[src/rtl/matmul_result_serializer.sv]
// Captures a full-width matmul result vector on done_i and streams it out one
// OUTPUT_WIDTH word per valid/ready beat, ascending index order.
module matmul_result_serializer #(
  parameter int OUTPUT_WIDTH = 32,
  parameter int WORDS        = 8,
  parameter int IDX_W        = 3
) (
  input  logic                          clk_i,
  input  logic                          rstn_i,
  input  logic                          done_i,
  input  logic [OUTPUT_WIDTH*WORDS-1:0] matmul_i,
  input  logic                          clr_i,
  input  logic                          ready_i,
  output logic                          valid_o,
  output logic [OUTPUT_WIDTH-1:0]       data_o,
  output logic [IDX_W-1:0]              idx_o,
  output logic                          last_o,
  output logic                          busy_o,
  output logic                          ovf_o
);

  typedef enum logic {IDLE = 1'b0, SEND = 1'b1} state_t;

  localparam logic [IDX_W-1:0] LAST_IDX = IDX_W'(WORDS - 1);

  state_t                  state_q, state_d;
  logic [IDX_W-1:0]        idx_q, idx_d;
  logic                    ovf_q, ovf_d;
  logic                    capture;
  logic                    xfer;
  logic                    final_xfer;
  logic                    drop;
  logic [OUTPUT_WIDTH-1:0] buf_q [WORDS];

  always_ff @(posedge clk_i or negedge rstn_i) begin
    if (!rstn_i) begin
      state_q <= IDLE;
      idx_q   <= '0;
      ovf_q   <= 1'b0;
      for (int k = 0; k < WORDS; k++) buf_q[k] <= '0;
    end else begin
      state_q <= state_d;
      idx_q   <= idx_d;
      ovf_q   <= ovf_d;
      if (capture) begin
        for (int k = 0; k < WORDS; k++) buf_q[k] <= matmul_i[k*OUTPUT_WIDTH +: OUTPUT_WIDTH];
      end
    end
  end

  assign xfer       = (state_q == SEND) && ready_i;
  assign final_xfer = xfer && (idx_q == LAST_IDX);
  // A done pulse is only accepted when the buffer is free or being freed this edge.
  assign drop       = (state_q == SEND) && done_i && !final_xfer;

  always_comb begin
    state_d = state_q;
    idx_d   = idx_q;
    capture = 1'b0;
    case (state_q)
      IDLE: begin
        if (done_i) begin
          capture = 1'b1;
          idx_d   = '0;
          state_d = SEND;
        end
      end
      SEND: begin
        if (final_xfer) begin
          idx_d = '0;
          if (done_i) capture = 1'b1;
          else        state_d = IDLE;
        end else if (xfer) begin
          idx_d = idx_q + IDX_W'(1);
        end
      end
      default: state_d = IDLE;
    endcase
    ovf_d = ovf_q;
    if (clr_i) ovf_d = 1'b0;
    if (drop)  ovf_d = 1'b1;
  end

  always_comb begin
    valid_o = (state_q == SEND);
    busy_o  = (state_q == SEND);
    data_o  = '0;
    last_o  = 1'b0;
    if (state_q == SEND) begin
      data_o = buf_q[idx_q];
      last_o = (idx_q == LAST_IDX);
    end
    idx_o = idx_q;
    ovf_o = ovf_q;
  end

endmodule

[config.mk]
export PLATFORM = sky130hd
export DESIGN_NAME = matmul_result_serializer
export DESIGN_NICKNAME = d
export VERILOG_FILES = /design/src/rtl/matmul_result_serializer.sv
export SDC_FILE = /design/constraint.sdc
export NUM_CORES = 1
export LEC_CHECK = 0
export ABC_CLOCK_PERIOD_IN_PS = 2740
export BUFFER_PORTS_ARGS = -buffer_cell sky130_fd_sc_hd__buf_2
export CORE_UTILIZATION = 30
export CTS_CLUSTER_DIAMETER = 40
export DETAILED_ROUTE_END_ITERATION = 7
export GPL_ROUTABILITY_DRIVEN = 0
export PLACE_DENSITY = 0.56
export SETUP_SLACK_MARGIN = 0.5
export SYNTH_ARGS = -nofsm -noshare
export SYNTH_HDL_FRONTEND = slang
export SYNTH_SLANG_ARGS = --single-unit
[constraint.sdc]
create_clock -name clk_i -period 2.74 [get_ports clk_i]
set_input_delay 0.274 -clock clk_i [delete_from_list [all_inputs] [get_ports clk_i]]
set_output_delay 0.274 -clock clk_i [all_outputs]
set_load 0.005 [all_outputs]
==> results of run 1 <==
==> sequential cells by signal (all words and copies together), names as in the netlist <==
signal	count
buf_q	256
busy_o	1
ovf_o	1
idx_o	3
==> through the flow <==
step           instances  worst slack, ps  power (uW)  instance area [um2]  utilization [%]
2_1_floorplan        785              805       12100                13100                -
3_3_place_gp        1645              453       13900                15100             35.0
3_5_place_dp        1645              424       14100                15100             35.0
4_1_cts             2032              234       23000                20500             47.7
5_1_grt             2052              176       24500                21100             48.9
6_report            2052              259       23300                21100             48.9
==> power groups by stage <==
stage               Clock, uW  Sequential, uW  Combinational, uW
CTS                      6660            6810               9510
detailed placement          0            6800               7290
finish                   6530            6830               9920
global placement            0            6770               7170
floorplan                   0            6450               5610
global route             6860            7060              10600
==> worst max-delay path, cell delays in order (launching register included) <==
cell and delay (ps):
dfrtp_4 530, buf_12 170, nand2b_4 140, buf_12 140
buf_16 180, o21ai_4 60, a221oi_2 230, buf_2 160
==> cell families (layout without fill, tap and decap cells) <==
| kind of cell | count (synthesis) | in the layout |
|---|---|---|
| flops | 261 | 261 |
| buf+inv | 92 | 774 |
| compound gates | 68 | 68 |
| mux | 354 | 354 |
| simple gates | 8 | 8 |
| fa+ha+maj | 2 | 2 |
==> cells in the final DEF (no fill, tap or decap), types with 7 or more instances in the layout <==
cell,instances
clkbuf_16,63
dlygate4sd3_1,259
bufinv_16,7
buf_12,21
mux2_4,240
a221oi_2,28
mux2_2,49
dfrtp_1,257
buf_4,19
clkinv_2,7
mux4_2,32
inv_6,9
o21ai_1,15
buf_16,23
inv_1,28
buf_2,298
mux2i_1,31
buf_6,14
==> path summary, 6_finish.rpt <==
kind | cells past startpoint | startpoint | slack (ps) | endpoint
worst max-delay path | 7 | idx_o[1]$_DFFE_PN0P_ | 260 | data_o[12]
worst min-delay path | 2 | ready_i | 50 | idx_o[1]$_DFFE_PN0P_
worst max register to register | 8 | idx_o[1]$_DFFE_PN0P_ | 470 | buf_q[212]$_DFFE_PN0P_
worst min register to register | 1 | buf_q[228]$_DFFE_PN0P_ | 500 | buf_q[228]$_DFFE_PN0P_
max in group asynchronous | 3 | rstn_i | 1650 | buf_q[246]$_DFFE_PN0P_
min in group asynchronous | 2 | rstn_i | 220 | buf_q[1]$_DFFE_PN0P_
==> cell type report <==
| class | count | area [um2] |
|---|---|---|
| timing repair buffer | 649 | 5780 |
| tap | 585 | 732 |
| multi-input combinational | 432 | 6110 |
| sequential | 261 | 6540 |
| clock inverter | 32 | 403 |
| fill | 3624 | 22000 |
| inverter | 33 | 124 |
| clock buffer | 60 | 1380 |
==> repair_timing <==
item | CTS | global route
setup endpoints to repair | 73 | 221
resized for setup | 95 | 53
hold buffers | 259 | 0
pin swaps | 7 | 9
buffers inserted | 19 | 9
hold endpoints to repair | 314 | 0
cloned | 17 | 11
==> routing by layer <==
| layer | GRT usage, % | share of wire [%] |
|---|---|---|
| met3 | 3.52 | 4.7 |
| met4 | 8.45 | 3.5 |
| met1 | 25.8 | 45 |
| met5 | 0 | 0 |
| met2 | 30.9 | 47 |
==> metrics.md, run 1 <==
| Metric | Value |
|---|---|
| Result of the run | `finished, final reports clean` |
| Class of the worst hold path | `input port to flip-flop` |
| Largest net degree at the start of global routing | `80` |
| PortBufs | `between 200 and 300` |
| Simple-gate share of the synthesized area | `less than 1%` |
| Total number of clock tree sinks | `about 260` |
| Switching fraction of total power | `approximately 30%` |
| Area fraction of the dominant cell type after synthesis | `49.9%` |
| Post-route clock skew | `around 12 ps` |
| Longest Clk Path Bufs | `3` |
| Combined global-route utilization of all metal layers | `19.4%` |
| Synth area leader | `dfrtp_1` |
| Drt pass-1 iters | `7` |
| Async set or reset register ratio after synthesis | `100%` |
| Placed wire-length estimate after detailed placement | `around 22 mm` |
| Final Hold Fails | `0` |
| Relative contribution of the clock network to total power | `28.1%` |
| Diode insertion count for antenna repair | `0` |
| Synthesized-area fraction occupied by xor and xnor cells | `0%` |
| Arrival time at the worst endpoint | `2210 ps` |
| Type of element capturing the critical path | `output pin` |
| Width of the chip | `approximately 210 um` |
| Starting Density | `a little under a third` |
| Number of warnings issued by yosys | `0` |
| Critical path required time | `between 2000 and 2500 ps` |
| Die Y | `around 210 um` |
| Fin Hold WS | `about 50 ps` |
| Clock insertion delay at the later pin of the skew report | `roughly 560 ps` |
| Total congestion overflow | `0` |
| Max capacitance violation total | `0` |
| Cell-internal power | `around 16,000 uW` |
| DR iter-0 viols | `443` |
| Count of H-tree levels built during CTS | `2` |
| Count of unique library cells instantiated by Yosys | `23` |
| Number of rows created at floorplan | `76` |
| Leading cell type by number of instances after synthesis | `dfrtp_1` |
| I/O pin count | `300` |
| Flip-flop cell with the highest count after synthesis | `dfrtp_1` |
| DR vias | `9,295` |
| Post-route DRC | `0` |
| Area of the core | `43,100 um2` |
| WL/cell | `21.4 um` |
| Number of antenna violations at the first check in global routing | `1` |
| Detail Route Antenna Nets | `0` |
| Static Leak | `approximately 0.010 uW` |
| Synthesis-to-finish area growth | `61.0%` |
| Post-CTS clock slew at the launch and capture registers of the worst setup and hold paths | `roughly 50 ps` |
| Number of instances in the synthesized netlist | `approximately 790` |
| Unrepaired setup endpoints after global routing | `yes` |
| Normalized max-slew margin | `~64%` |
| Leading cell types by total area after synthesis | `dfrtp_1, mux2_4, mux4_2` |
| Combinational family with the most area after synthesis | `multiplexers` |
| Pins over their slew limit | `0` |
| Global-route wire length before repair | `roughly 63 mm` |
| Area fraction in compound gates after synthesis | `between 3 and 4%` |
| Max Clk Rate | `around 400 MHz` |
| Power per cell area | `around 1100 nW/um2` |
| Number of enable-type register cells in the synthesized netlist | `0` |
| Sequential share of power | `29.3%` |
| Clock buffer count from CTS | `51` |
| Layout cell share with drive strength beyond 1 | `58.6%` |
| Average footprint of a synthesized cell | `16.7 um2` |
| Final critical delay including setup and external delays | `approximately 2500 ps` |
| Wire length after detailed routing | `between 40 and 50 mm` |
| Final setup violation count | `0` |
| Arithmetic-cell share of the synthesized area counting full adders, half adders and majority gates | `less than 1%` |
| Final worst path period share | `between 90% and 100%` |
| WS Path Type | `flip-flop to output pin` |
| Setup total negative slack | `0 ps` |
| Post-layout net count | `1,691` |
| Worst slew pin tran | `539 ps` |
| Mux share of post-synthesis cell area | `just under 40%` |
| Detailed-route vias per instance | `around 4.5` |
| Switching component of the power | `roughly 7100 uW` |
| Worst setup SP type | `flip-flop` |
| IR Drop Worst-Case VDD | `0.640 mV` |
| Total Die Area | `roughly 44,000 um2` |
| TritonCTS clock tree | `done` |
| Yosys reg bits | `approximately 260` |
| Leading cell types by count after synthesis | `dfrtp_1, mux2_4, mux2_2` |
| Post-Synthesis Cell Area | `13,100 um2` |
| Combinational share of power | `42.6%` |
| Sequential-to-total area share from yosys stat | `between 40 and 50%` |
| Number of global-route vias before repair | `10,363` |
| Net count after synthesis | `~1,000` |
| Critical Path Fanout Max | `7` |
| Cell at the root of the clock tree | `clkbuf_16` |
Power figures use the tool's default switching activity.
==> inputs of run 2 (changes only) <==
BUFFER_PORTS_ARGS = -buffer_cell sky130_fd_sc_hd__buf_4   (was -buffer_cell sky130_fd_sc_hd__buf_2)
CTS_BUF_LIST = sky130_fd_sc_hd__clkbuf_4   (was unset)
==> run 2 against run 1 <==
  * Wire length fell by 2.7%
  * Sequential share of layout area fell by 0.077 points
  * Sequential power grew 0.9%
  * Global-route usage down 0.78 points
  * Final cell count up 2.4%
  * Combinational power is 4.9% lower
  * Core utilization increased by 0.12 points
  * Critical path type unchanged
==> metrics.md, run 2 (synthesis results as in run 1) <==
| Metric | Value |
|---|---|
| Post-layout net count | `1,718 (was 1,691)` |
| Wire length after detailed routing | `42.7 mm (was 43.9 mm)` |
| I/O pin count | `300 (unchanged)` |
| Detailed-route vias per instance | `4.46 (was 4.53)` |
| Final Instance Count excl. Fillers | `2,101 (was 2,052)` |
| Number of rows created at floorplan | `76 (unchanged)` |
| Number of fill cells | `3,713 (was 3,624)` |
| Drt pass-1 iters | `4 (was 7)` |
| Critical path required time | `2470 ps (about the same)` |
| Endpoint of the worst register-to-register path | `buf_q[236]$_DFFE_PN0P_ (was buf_q[212]$_DFFE_PN0P_)` |
| Count of H-tree levels built during CTS | `3 (was 2)` |
| Largest register FFs | `256 (unchanged)` |
| Placed wire-length estimate after detailed placement | `22.4 mm (was 22.2 mm)` |
| Switching fraction of total power | `30.9% (was 30.3%)` |
| Detail Route Antenna Nets | `0 (unchanged)` |
| Number of antenna violations at the first check in global routing | `4 (was 1)` |
| Clock insertion delay at the later pin of the skew report | `790 ps (was 560 ps)` |
| Cell-internal power | `14,100 uW (was 16,200 uW)` |
| Clock buffer count from CTS | `77 (was 51)` |
| Footprint of the multi-input gates | `5970 um2 (was 6110 um2)` |
| Width of the chip | `211 um (unchanged)` |
| Final instance area | `21,100 um2 (about the same)` |
| Post-CTS clock slew at the launch and capture registers of the worst setup and hold paths | `70 ps (was 50 ps)` |
| Result of the run | `finished, final reports clean (unchanged)` |
| Total Die Area | `44,500 um2 (unchanged)` |
| Final critical delay including setup and external delays | `2720 ps (was 2480 ps)` |
| Cell area reported after detailed placement | `15,800 um2 (was 15,100 um2)` |
| Class of the worst hold path | `input port to async pin (was input port to flip-flop)` |
| Post-route clock skew | `46.3 ps (was 11.8 ps)` |
| Starting Density | `30.4% (unchanged)` |
| Depth of the worst register-to-register path | `10 (was 8)` |
| Flop-to-flop setup slack | `300 ps (was 470 ps)` |
| Largest Register | `buf_q (unchanged)` |
| Most frequent cells in the layout | `buf_4, dlygate4sd3_1, dfrtp_1, mux2_4, clkbuf_4 (was buf_2, dlygate4sd3_1, dfrtp_1, mux2_4, clkbuf_16)` |
| Number of global-route vias before repair | `10,554 (was 10,363)` |
| DR vias | `9,370 (was 9,295)` |
| FF-to-FF Start | `idx_o[1]$_DFFE_PN0P_ (unchanged)` |
| Synthesis-to-finish area growth | `61.4% (was 61.0%)` |
| Global-route wire length before repair | `62.0 mm (was 63.5 mm)` |
| Largest net degree at the start of global routing | `68 (was 80)` |
| DR iter-0 viols | `341 (was 443)` |
| Switching component of the power | `6300 uW (was 7070 uW)` |
| Total number of clock tree sinks | `261 (unchanged)` |
| Most common cell after layout, fill and taps aside | `buf_4 (was buf_2)` |
| Unrepaired setup endpoints after global routing | `yes (unchanged)` |
| Max capacitance violation total | `0 (unchanged)` |
| Die Y | `211 um (unchanged)` |
| Final setup violation count | `0 (unchanged)` |
| Total congestion overflow | `0 (unchanged)` |
| Longest Clk Path Bufs | `3 (unchanged)` |
| Cell count after placement | `1,639 (was 1,645)` |
| Arrival time at the worst endpoint | `2440 ps (was 2210 ps)` |
| Combinational share of power | `46.3% (was 42.6%)` |
| WL/cell | `20.3 um (was 21.4 um)` |
| Power per cell area | `964 nW/um2 (was 1110 nW/um2)` |
| Critical Path Fanout Max | `9 (was 7)` |
| Type of element capturing the critical path | `output pin (unchanged)` |
| PortBufs | `299 (unchanged)` |
| Area of the core | `43,100 um2 (unchanged)` |
| TritonCTS clock tree | `done (unchanged)` |
| Worst setup SP type | `flip-flop (unchanged)` |
| Layout cell share with drive strength beyond 1 | `59.8% (was 58.6%)` |
| Post-layout util | `49.0% (was 48.9%)` |
| Static Leak | `0.0105 uW (was 0.0104 uW)` |
| WS Path Type | `flip-flop to output pin (unchanged)` |
| Combined global-route utilization of all metal layers | `18.6% (was 19.4%)` |
| Normalized max-slew margin | `74.5% (was 64.0%)` |
| Pins over their slew limit | `0 (unchanged)` |
| Cell at the root of the clock tree | `clkbuf_4 (was clkbuf_16)` |
| Max Clk Rate | `368 MHz (was 403 MHz)` |
| Worst slew pin tran | `383 ps (was 539 ps)` |
| IR Drop Worst-Case VDD | `0.453 mV (was 0.640 mV)` |
| Sequential share of power | `33.8% (was 29.3%)` |
| Final worst path period share | `99.1% (was 90.5%)` |
| Final Hold Fails | `0 (unchanged)` |
| Area of all sequential standard cells | `6540 um2 (unchanged)` |
| Relative contribution of the clock network to total power | `19.9% (was 28.1%)` |
| Post-route DRC | `0 (unchanged)` |
| Power consumption | `20,400 uW (was 23,300 uW)` |
[run 2: cell types whose count changed in the layout (fill, tap and decap cells not counted), moves of 15 or more]
cell and change:
o21ai_0 +15, buf_2 -298, clkbuf_4 +114, inv_2 +27, buf_4 +297, clkbuf_16 -49
inv_1 -25
[run 2: routing by layer]
metal / GRT usage [%] / routed length, um / up-vias
li1: - / - / 4299
met1: 24.2 / 19000 / 4748
met2: 30.2 / 20600 / 266
met3: 4.43 / 2250 / 57
met4: 6.60 / 853 / 0
met5: 0 / 0 / -
[run 2: layout make-up]
class                   count  area share, %
inverters                  33          0.586
flip-flops and latches    261           31.0
well taps                 585           3.47
clock inverters            20          0.883
repair buffers            650           31.7
multi-input cells         432           28.3
diodes                      6         0.0711
clock buffers             114           4.05
[run 2: how the worst max path moves through the flow]
stage	slack, ps	cells past startpoint	endpoint	startpoint
floorplan	810	8	buf_q[185]$_DFFE_PN0P_	idx_o[0]$_DFFE_PN0P_
global placement	460	7	buf_q[237]$_DFFE_PN0P_	idx_o[1]$_DFFE_PN0P_
detailed placement	430	7	buf_q[45]$_DFFE_PN0P_	idx_o[1]$_DFFE_PN0P_
CTS	-110	5	data_o[4]	idx_o[1]$_DFFE_PN0P_
global route	-120	5	data_o[14]	idx_o[1]$_DFFE_PN0P_
finish	20	5	data_o[15]	idx_o[1]$_DFFE_PN0P_
[run 2: stage by stage]
step | hold slack, ps | setup TNS, ps | worst slack [ps]
after floorplan | -21.6 | 0 | 805
after global placement | 257 | 0 | 457
after detailed placement | 257 | 0 | 433
after CTS | 18.0 | -2090 | -108
after global routing | 64.2 | -2620 | -119
final | 105 | 0 | 24.0
[run 2: worst max-delay path, cell delays in order, from the launching register on]
cell and delay [ps]:
dfrtp_4 580, clkbuf_16 240, mux4_2 350, inv_2 40, a221oi_2 280, buf_4 170
[run 2: what timing repair did]
item                                   CTS  global route
setup endpoints to repair              162           287
hold buffers                           263             0
pin swaps                                0             1
setup buffers                           13            11
gates cloned                            20            15
gates resized for setup                103            40
endpoints found under the hold margin  522             0
[run 2: power by group through the flow]
stage | Combinational, uW | Sequential [uW] | Clock [uW]
after floorplan | 5610 | 6450 | 0
after global placement | 7560 | 6800 | 0
after detailed placement | 7670 | 6810 | 0
after CTS | 9000 | 6850 | 4210
after global routing | 10000 | 7120 | 4400
final | 9430 | 6890 | 4050
==> inputs of run 3 (changes only) <==
ABC_CLOCK_PERIOD_IN_PS = 2900   (was 2740)
clock period = 2.9 ns   (was 2.74 ns; I/O delays follow)
==> run 3 against run 2 <==
  * Worst setup slack improved by 180 ps
  * Clock power decreased by 16%
  * Largest power group unchanged
  * Power decreased by 6.2%
  * Count of clock-buffer cells in the layout decreased by 1
  * Die area unchanged
  * Cell area decreased by 2.2%
  * Non-clock buffer count decreased by 4
  * Hold slack improved by 180 ps
==> metrics.md, run 3 (synthesis results as in run 1) <==
| Metric | Value |
|---|---|
| Result of the run | `finished, final reports clean (unchanged)` |
| Final critical delay including setup and external delays | `about 2700 ps` |
| TritonCTS clock tree | `done (unchanged)` |
| Global-route wire length before repair | `62.9 mm (was 62.0 mm)` |
| Combined global-route utilization of all metal layers | `19.0% (was 18.6%)` |
| WS Path Type | `flip-flop to output pin (unchanged)` |
| Flop-to-flop setup slack | `410 ps (was 300 ps)` |
| Max Clk Rate | `approximately 370 MHz` |
| Worst slew pin tran | `555 ps (was 383 ps)` |
| Detail Route Antenna Nets | `0 (unchanged)` |
| DR vias | `9,372 (was 9,370)` |
| Critical path launch point | `idx_o[2]$_DFFE_PN0P_ (was idx_o[1]$_DFFE_PN0P_)` |
| Number of global-route vias before repair | `10,546 (was 10,554)` |
| Critical path required time | `2610 ps (was 2470 ps)` |
| Type of element capturing the critical path | `output pin (unchanged)` |
| Post-route clock skew | `44.2 ps (was 46.3 ps)` |
| Most frequent cells in the layout | `buf_4, dlygate4sd3_1, dfrtp_1, mux2_4, clkbuf_4 (unchanged)` |
| Count of H-tree levels built during CTS | `3 (unchanged)` |
| Static Leak | `0.0102 uW (was 0.0105 uW)` |
| Layout cell share with drive strength beyond 1 | `58.0% (was 59.8%)` |
| Final Hold Fails | `0 (unchanged)` |
| Normalized max-slew margin | `63.0% (was 74.5%)` |
| Largest register FFs | `256 (unchanged)` |
| Wire length after detailed routing | `44.1 mm (was 42.7 mm)` |
| Largest net degree at the start of global routing | `65 (was 68)` |
| Pre-CTS worst setup slack | `482 ps (was 433 ps)` |
| Post-layout net count | `1,715 (was 1,718)` |
| Post-layout util | `48.0% (was 49.0%)` |
| Most common cell after layout, fill and taps aside | `buf_4 (unchanged)` |
| Pins over their slew limit | `0 (unchanged)` |
| Synthesis-to-finish area growth | `57.9% (was 61.4%)` |
| Total Die Area | `44,500 um2 (unchanged)` |
| Max capacitance violation total | `0 (unchanged)` |
| Worst setup SP type | `flip-flop (unchanged)` |
| Die Y | `211 um (unchanged)` |
| Final worst path period share | `between 90% and 100%` |
| DR iter-0 viols | `461 (was 341)` |
| IR Drop Worst-Case VDD | `0.396 mV (was 0.453 mV)` |
| Post-route DRC | `0 (unchanged)` |
| Longest Clk Path Bufs | `3 (unchanged)` |
| Unrepaired setup endpoints after global routing | `yes (unchanged)` |
| PortBufs | `299 (unchanged)` |
| Final setup violation count | `0 (unchanged)` |
| Clock insertion delay at the later pin of the skew report | `780 ps (was 790 ps)` |
| PnR worst setup slack | `209 ps (was 24.0 ps)` |
| WL/cell | `21.1 um (was 20.3 um)` |
| FF-to-FF Start | `idx_o[1]$_DFFE_PN0P_ (unchanged)` |
| Setup total negative slack | `0 ps (unchanged)` |
| Number of fill cells | `3,720 (was 3,713)` |
| Starting Density | `30.4% (unchanged)` |
| Arrival time at the worst endpoint | `2400 ps (was 2440 ps)` |
| I/O pin count | `300 (unchanged)` |
| Power per cell area | `924 nW/um2 (was 964 nW/um2)` |
| Class of the worst hold path | `input port to flip-flop (was input port to async pin)` |
| Worst setup path endpoint | `data_o[15] (unchanged)` |
| Total congestion overflow | `0 (unchanged)` |
| Post-CTS clock slew at the launch and capture registers of the worst setup and hold paths | `60 ps (was 70 ps)` |
| Power consumption | `19,100 uW (was 20,400 uW)` |
| Cell at the root of the clock tree | `clkbuf_4 (unchanged)` |
| Number of antenna violations at the first check in global routing | `1 (was 4)` |
| Fin Hold WS | `285 ps (was 105 ps)` |
| Detailed-route vias per instance | `4.49 (was 4.46)` |
| Area of the core | `43,100 um2 (unchanged)` |
| Drt pass-1 iters | `4 (unchanged)` |
| Number of rows created at floorplan | `76 (unchanged)` |
| Depth of the worst register-to-register path | `11 (was 10)` |
| Width of the chip | `211 um (unchanged)` |
| Clock buffer count from CTS | `77 (unchanged)` |
| Critical Path Fanout Max | `12 (was 9)` |
| Placed wire-length estimate after detailed placement | `22.4 mm (about the same)` |
| Launch instance of the worst min-delay path | `matmul_i[137]` |
| Endpoint of the worst register-to-register path | `buf_q[20]$_DFFE_PN0P_ (was buf_q[236]$_DFFE_PN0P_)` |
| Largest Register | `buf_q (unchanged)` |
| Total number of clock tree sinks | `261 (unchanged)` |
run 3: changes by cell type in the layout (fill, tap and decap cells not counted), moves of 5 or more:
cell | before | now
inv_1 | 3 | 30
o21ai_2 | 2 | 7
inv_2 | 32 | 4
buf_16 | 30 | 13
buf_4 | 316 | 326
diode_2 | 6 | 1
o21ai_0 | 21 | 12
run 3: power by group:
group	switching, uW	internal (uW)	total (uW)
Sequential	1060	5440	6500
Clock	1640	1760	3400
Combinational	3370	5820	9190
Total	6070	13000	19100
run 3: routing by layer:
layer  part of all wire, %  vias to the layer above  track usage (%)
met1                    44                     4735             24.2
li1                      -                     4275                -
met5                     0                        -                0
met3                   5.5                       79             4.73
met4                   3.0                        0             8.87
met2                    48                      283             30.4
run 3: stage by stage:
stage,instances,area (um2)
after detailed placement,1636,15800
after global placement,1636,15800
after global routing,2086,20700
after CTS,2052,20000
after floorplan,785,13100
final,2086,20700
run 3: layout make-up:
class | count | area [um2] | share of cell area (%)
repair buffers | 646 | 6310 | 30.6
clock buffers | 113 | 848 | 4.10
flip-flops and latches | 261 | 6540 | 31.7
diodes | 1 | 2.50 | 0.0121
multi-input cells | 433 | 6050 | 29.3
inverters | 33 | 124 | 0.599
clock inverters | 14 | 53.8 | 0.260
well taps | 585 | 732 | 3.54
run 3: how the worst min path moves through the flow:
stage / slack (ps) / cells after the start / to
2_1_floorplan: -6 / 0 / buf_q[0]$_DFFE_PN0P_
3_3_place_gp: 300 / 1 / buf_q[65]$_DFFE_PN0P_
3_5_place_dp: 310 / 1 / buf_q[1]$_DFFE_PN0P_
4_1_cts: 160 / 3 / buf_q[167]$_DFFE_PN0P_
5_1_grt: 210 / 3 / buf_q[253]$_DFFE_PN0P_
6_report: 290 / 3 / buf_q[105]$_DFFE_PN0P_
run 3: worst max-delay path: stages, from the launching register on:
cell and delay, ps:
dfrtp_4 580, buf_4 200, buf_16 190, mux2i_2 180, a221oi_4 310, buf_4 160
run 3: timing repair:
| item | in CTS | in global routing |
|---|---|---|
| resized for setup | 42 | 64 |
| pin swaps | 5 | 6 |
| setup endpoints to repair | 115 | 108 |
| gates cloned | 9 | 17 |
| setup buffers | 16 | 16 |
| hold buffers | 264 | 0 |
| hold endpoints to repair | 522 | 0 |
